File: config.mk
export PLATFORM = sky130hd
export DESIGN_NAME = priority_arbiter
export DESIGN_NICKNAME = d
export VERILOG_FILES = /design/src/rtl/priority_arbiter.sv
export SDC_FILE = /design/constraint.sdc
export NUM_CORES = 1
export LEC_CHECK = 0
export CAP_MARGIN = 20
export CORE_MARGIN = 1
export CORE_UTILIZATION = 60
export DETAILED_ROUTE_END_ITERATION = 7
export GPL_TIMING_DRIVEN = 1
export PLACE_DENSITY_LB_ADDON = 0.12
export SKIP_CTS_REPAIR_TIMING = 1
export SYNTH_ARGS = -nofsm -noshare
export SYNTH_HDL_FRONTEND = slang
export SYNTH_SLANG_ARGS = --single-unit
File: constraint.sdc
create_clock -name clk -period 11.05 [get_ports clk]
set_clock_uncertainty 0.15 [all_clocks]
set_input_delay 2.21 -clock clk [delete_from_list [all_inputs] [get_ports clk]]
set_output_delay 2.21 -clock clk [all_outputs]
set_load 0.05 [all_outputs]
File: src/rtl/priority_arbiter.sv
`default_nettype none
// ============================================================================
// Module      : priority_arbiter
// Description : 8-requester arbiter for one shared resource. Fixed (bit 0
//               highest) or rotating priority, grant held until done,
//               owner request drop, or a programmable hold limit.
// Revision    : 1.0 - initial release
// ============================================================================
module priority_arbiter #(
  parameter int HOLD_MAX = 15
) (
  input  logic       clk,
  input  logic       rst_n,
  input  logic [7:0] req,
  input  logic       done,
  input  logic       rr_en,
  output logic [7:0] gnt,
  output logic [2:0] gnt_id,
  output logic       gnt_valid,
  output logic       timeout
);

  typedef enum logic [0:0] {
    ST_IDLE  = 1'b0,
    ST_GRANT = 1'b1
  } state_t;

  localparam logic [7:0] C_HOLD_LIMIT = 8'(HOLD_MAX);
  localparam logic       C_TIMEOUT_EN = (HOLD_MAX != 0);
  localparam logic [7:0] C_HOLD_SAT   = 8'hFF;

  state_t     r_state;
  logic       r_armed;
  logic [2:0] r_last;
  logic [7:0] r_hold_cnt;

  logic [2:0] w_fixed_id;
  logic [2:0] w_rr_id;
  logic [2:0] w_win_id;
  logic       w_rel_done;
  logic       w_rel_drop;
  logic       w_rel_limit;
  logic       w_release;

  // Fixed priority: scan downward so the lowest set index is the last hit.
  always_comb begin
    w_fixed_id = 3'd0;
    for (int i = 7; i >= 0; i--) begin
      if (req[i]) w_fixed_id = 3'(i);
    end
  end

  // Rotating priority: search last+1 .. last+8 (3-bit wrap), nearest hit wins.
  always_comb begin
    w_rr_id = 3'd0;
    for (int k = 8; k >= 1; k--) begin
      if (req[r_last + 3'(k)]) w_rr_id = r_last + 3'(k);
    end
  end

  // Winner selection and release conditions for the current owner.
  always_comb begin
    w_win_id    = rr_en ? w_rr_id : w_fixed_id;
    w_rel_done  = done;
    w_rel_drop  = ~req[gnt_id];
    w_rel_limit = C_TIMEOUT_EN && (r_hold_cnt == C_HOLD_LIMIT);
    w_release   = w_rel_done | w_rel_drop | w_rel_limit;
  end

  // Arbitration FSM with registered outputs. Reset release is asynchronous to
  // clk, so the first edge after it only arms the arbiter; no grant is
  // launched from an edge that may sit inside the reset recovery window.
  always_ff @(posedge clk or negedge rst_n) begin
    if (!rst_n) begin
      r_state    <= ST_IDLE;
      r_armed    <= 1'b0;
      r_last     <= 3'd7;
      r_hold_cnt <= 8'd0;
      gnt        <= 8'd0;
      gnt_id     <= 3'd0;
      gnt_valid  <= 1'b0;
      timeout    <= 1'b0;
    end else begin
      case (r_state)
        ST_IDLE: begin
          timeout    <= 1'b0;
          r_hold_cnt <= 8'd0;
          if (!r_armed) begin
            r_armed <= 1'b1;
          end else if (req != 8'd0) begin
            r_state    <= ST_GRANT;
            gnt        <= 8'd1 << w_win_id;
            gnt_id     <= w_win_id;
            gnt_valid  <= 1'b1;
            r_last     <= w_win_id;
            r_hold_cnt <= 8'd1;
          end
        end
        ST_GRANT: begin
          if (w_release) begin
            r_state    <= ST_IDLE;
            gnt        <= 8'd0;
            gnt_id     <= 3'd0;
            gnt_valid  <= 1'b0;
            r_hold_cnt <= 8'd0;
            // Timeout is flagged only when the hold limit is the sole cause.
            timeout    <= w_rel_limit & ~w_rel_done & ~w_rel_drop;
          end else if (r_hold_cnt != C_HOLD_SAT) begin
            r_hold_cnt <= r_hold_cnt + 8'd1;
          end
        end
        default: begin
          r_state <= ST_IDLE;
        end
      endcase
    end
  end

endmodule
`default_nettype wire

## Word-level counts from Yosys, hierarchy flattened

Cells that the tools add are included.

| word-level totals | value |
|---|---|
| bits in latches | 0 |
| ROM bits | 0 |
| bits of input ports | 12 |
| word-level logic and storage cells | 100 |
| bits in writable memories | 0 |
| flip-flop bits (word level) | 26 |
| memories | 0 |

| operators by class | value |
|---|---|
| bitwise operators | 7 |
| reductions and logical operators | 3 |
| $mul | 0 |
| add/subtract/negate cells | 8 |
| multiplexer cells | 58 |
| eq/ne operators | 6 |
| shift operators | 1 |
| div/mod/pow operators | 0 |
| order comparisons | 9 |

Operators by type and width:

| kind | number |
|---|---|
| $mux 3 | 20 |
| $mux 8 | 5 |
| $lt 3x4->1 const B | 9 |
| $pmux 8 s2 | 2 |
| $bmux 1 s3 | 9 |
| $mux 1 | 18 |
| $add 3x3->3 const B | 4 |
| $add 8x1->8 const B | 1 |
| $eq 8x4->1 const B | 1 |
| $ne 8x8->1 const B | 1 |
| $reduce_bool 8->1 | 1 |
| $shl 1x3->8 const A | 1 |
| $add 3x2->3 const B | 2 |
| $pmux 1 s2 | 3 |
| $pmux 3 s2 | 1 |
| $reduce_and 3->1 | 2 |
| $ne 2x2->1 const B | 2 |
| $add 3x1->3 const B | 1 |
| $ne 3x1->1 const B | 1 |
| $not 1->1 | 3 |
| $and 1x1->1 | 2 |
| $ne 2x1->1 const B | 1 |
| $or 1x1->1 | 2 |

## Depth between registers and ports, before layout

| logic depth | value |
|---|---|
| depth after elaboration | 15 |
| gate-level depth with buffers | 12 |
| depth with buffers taken out | 9 |

## Least setup slack after synthesis

OpenSTA, ideal clock, no wires.

| path | value |
|---|---|
| path kind | input to register |
| start point | in req[0] |
| end point | reg gnt[0] |
| data arrival time | 4.230 ns |
| stages on the path | 7 |
| slack | 6.560 ns |
| buffers on the path | 1 |
| cell sequence | buf_2 -> mux2_2 -> mux4_2 -> a32o_1 -> a2111oi_4 -> a311oi_2 -> o41ai_1 |

| between the ends | value |
|---|---|
| cells in the longest elaborated chain, start to end | 15 |
| elaborated cells on any way between the ends | 39 |
| classes of those cells | eq/ne: 2; shift: 1; mux: 31; bitwise: 3; reduce/logical: 2 |

Ends and longest elaborated chain:

| element | RTL line | RTL |
|---|---|---|
| from (decl) | 14 | `input logic [7:0] req,` |
| $bmux 1 s3 | 57 | `if (req[r_last + 3'(k)]) w_rr_id = r_last + 3'(k);` |
| $mux 1 (implied by the code) | 57 |  |
| $mux 3 (8 in series) | 57 |  |
| $mux 3 | 63 | `w_win_id = rr_en ? w_rr_id : w_fixed_id;` |
| $shl 1x3->8 | 92 | `gnt <= 8'd1 << w_win_id;` |
| $mux 8 | 90 | `end else if (req != 8'd0) begin` |
| $mux 8 | 88 | `if (!r_armed) begin` |
| $pmux 8 s2 | 84 | `case (r_state)` |
| to (signal assigned) | 92 |  |
| to (decl) | 17 | `output logic [7:0] gnt,` |

Parallel ways exist; a longest one is shown, timed or not. The select of a mux whose other input is x is not followed.
A chain may end at the register's enable or synchronous reset.

## Final worst setup path

| path | value |
|---|---|
| start point | in req[1] |
| end point | reg gnt[7] |

The elaborated chain is that of the path after synthesis.

==> impl_results.md <==
* Status: complete, no violations
* Syn Inst Count at ~250
* CP arrival at roughly 5.0 ns
* Post-synth EDFFs at 0
* Min Tclk post-route at 4.923 ns
* First-pass GRT wire length at 9073 um
* DR vias at 2010
* CP max-delay cell: or4_1
* Core ar. at about 3500 um^2
* Final ANT Viol Nets at 0
* Max-slew headroom at a little over half
* Clock tree from TritonCTS: done
* Final setup viols at 0
* Power per Cell Area at about 290 nW/um^2
* List of most frequent post-synthesis cells: nand2_1, dfrtp_1, nor2_1, a21oi_1, mux4_2
* Area delta synth->final at 12.69%
* Most frequent cell after synthesis: nand2_1
* Layout Nets at roughly 270
* Yosys top cell area share at 25.48%
* Worst slew pin tran at a little over 0.7 ns
* Cell taking the most area after synthesis: dfrtp_1
* Fmax at 203.1 MHz
* FF+latch count, synth at 26
* Data required, critical path at 11.07 ns
* Final worst path period share at between 40% and 50%
* Clk slew on worst S/H paths at approximately 0.09 ns
* Clock root cell: clkbuf_8
* Ys Warns at 0
* Die Y at approximately 63 um
* Dpl cell area at roughly 2500 um^2
* CP Buf/Inv Count at 1
* Cells after DPL at approximately 300
* Synth Cell Area at 2258 um^2
* Initial antenna violation count at 0
* CP startpoint kind: input pin
* Total congestion overflow at 0
* 1st-iter DRT viols at between 200 and 300
* Total track usage at 28.87%
* Starting density of the core at 65.12%
* Unrepaired setup endpoints after global routing: false
* Syn_nets at 261
* Post-synthesis sequential area ratio at 28.98%
* Critical path endpoint category: flip-flop
* Die Width at roughly 63 um
* Finished Cell Area at between 2000 and 3000 um^2
* DR WL/cell at 17.52 um
* Io pins at 25
* Non-filler cells, final at between 300 and 400
* Post-synth ARST share at between 90% and 100%
* Largest net degree at the start of global routing at 28
* Site row count at 21
* Area of the die at roughly 4000 um^2
* CTS Buf Count at 3
* Distinct cells, synth at 52
* Clk_lat worst skew at 0.27 ns
* HPWL after DPL at 3735 um
* Pleak at slightly below 1 nW
* Clock buffer depth at 2
* Hold_ws at roughly 0.32 ns
* Max-Cap Viols at 0
* Worst path max stage delay at 0.60 ns
* WS Path Type: in2reg
* DR pass1 iterations at 4
* Delay-heaviest family, CP: simple AND/OR/NAND/NOR gates
* Area contributors post-synth: dfrtp_1, mux4_2, mux2_2, nand2_1, mux2i_1
* HP Class: reg2reg
* Layout cells sized above 1 at 14.79%
* Number of remaining DRC errors at 0
* Avg Inst Size Synth at slightly above 9 um^2
* Fin util at ~73%
* CTS Sinks at 26
* Final Max Slew Viols at 0
* Ant diodes at 0
* Clock H-tree levels at 1
* Routed wire length at between 5000 and 6000 um
* Buffers added on ports at 24
* Setup TNS at 0 ns
* Main synth FF type: dfrtp_1
* Final Hold Violating Endpoints at 0
* Maximum vdd drop at around 0.00022 V
* Gpl congestion at 0.8436
* Routed vias/inst at between 6 and 7
* Crit path max fanout at 10
* Vias in the first global route at approximately 1900
* Crit-path cells: clkdlybuf4s50_1 -> or4_1 -> a211oi_1 -> a21oi_1 -> nor4_1 -> o21ai_1 -> o31ai_1
## final timing paths
path | from | endpoint | slack (ns) | cells after the start
setup / recovery | req[1] | gnt[7] | 6.13 | 7
hold / removal | r_armed | r_armed | 0.32 | 1
setup reg to reg | r_last[0] | gnt[2] | 6.75 | 9
hold reg to reg | r_armed | r_armed | 0.32 | 1
max in group asynchronous | rst_n | r_last[0] | 8.31 | 2
min in group asynchronous | rst_n | r_hold_cnt[5] | 2.14 | 2
## through the flow
step,setup WS (ns),power [mW]
floorplan,6.560,0.5627
global placement,5.857,0.6635
detailed placement,5.846,0.6659
CTS,6.145,0.7473
global route,5.926,0.7998
finish,6.127,0.7496
## metal layers
| metal | vias to the layer above | wire length, um | global-route usage, % |
|---|---|---|---|
| li1 | 952 | - | - |
| met1 | 978 | 2227 | 39.31 |
| met2 | 68 | 2655 | 46.54 |
| met3 | 12 | 271 | 2.899 |
| met4 | 0 | 154 | 12.78 |
| met5 | - | 0 | 0 |
## placed cells by master (no fill, tap or decap), types with 3 or more instances in the layout
master	instances
a211oi_1	3
o41ai_1	4
nand2b_1	5
mux2i_1	11
or4_1	3
nor4_1	3
mux4_2	13
ha_1	3
o31ai_1	5
clkbuf_8	3
dfrtp_1	23
inv_1	8
nor2_1	19
xor2_1	4
clkdlybuf4s50_1	24
and3_1	4
dfstp_2	3
nor3_1	4
mux2_2	10
nand2_1	30
o21ai_0	10
a21oi_1	14
nor3b_1	5
nand3_1	9
## report_power, final
part	internal [mW]	switching (mW)	total, mW
combinational	0.209	0.285	0.494
clock	0.0484	0.0292	0.0777
sequential	0.126	0.0518	0.178
## cell families (layout without fill, tap and decap cells)
kind of cell / Yosys count / count (layout) / synth area share [%]
simple gates: 92 / 92 / 20.06
compound gates: 58 / 58 / 18.51
mux: 34 / 34 / 22.83
buf+inv: 27 / 38 / 5.651
flops: 26 / 26 / 28.98
xor+xnor: 6 / 6 / 2.327
fa+ha+maj: 3 / 3 / 1.662
## registers in the layout, indices dropped and copies added (netlist names)
name / cells
gnt: 8
r_hold_cnt: 8
gnt_id: 3
r_last: 3
gnt_valid: 1
r_armed: 1
r_state: 1
timeout: 1
## cell type report
type	count	area, um^2
Clock buffer	3	41.29
Clock inverter	1	30.03
Fill cell	254	923.4
Inverter	8	30.03
Multi-Input combinational cell	193	1476
Sequential cell	26	654.4
Tap cell	46	57.56
Timing Repair Buffer	26	255.2
Note: power is estimated with default switching activity, not from simulation.
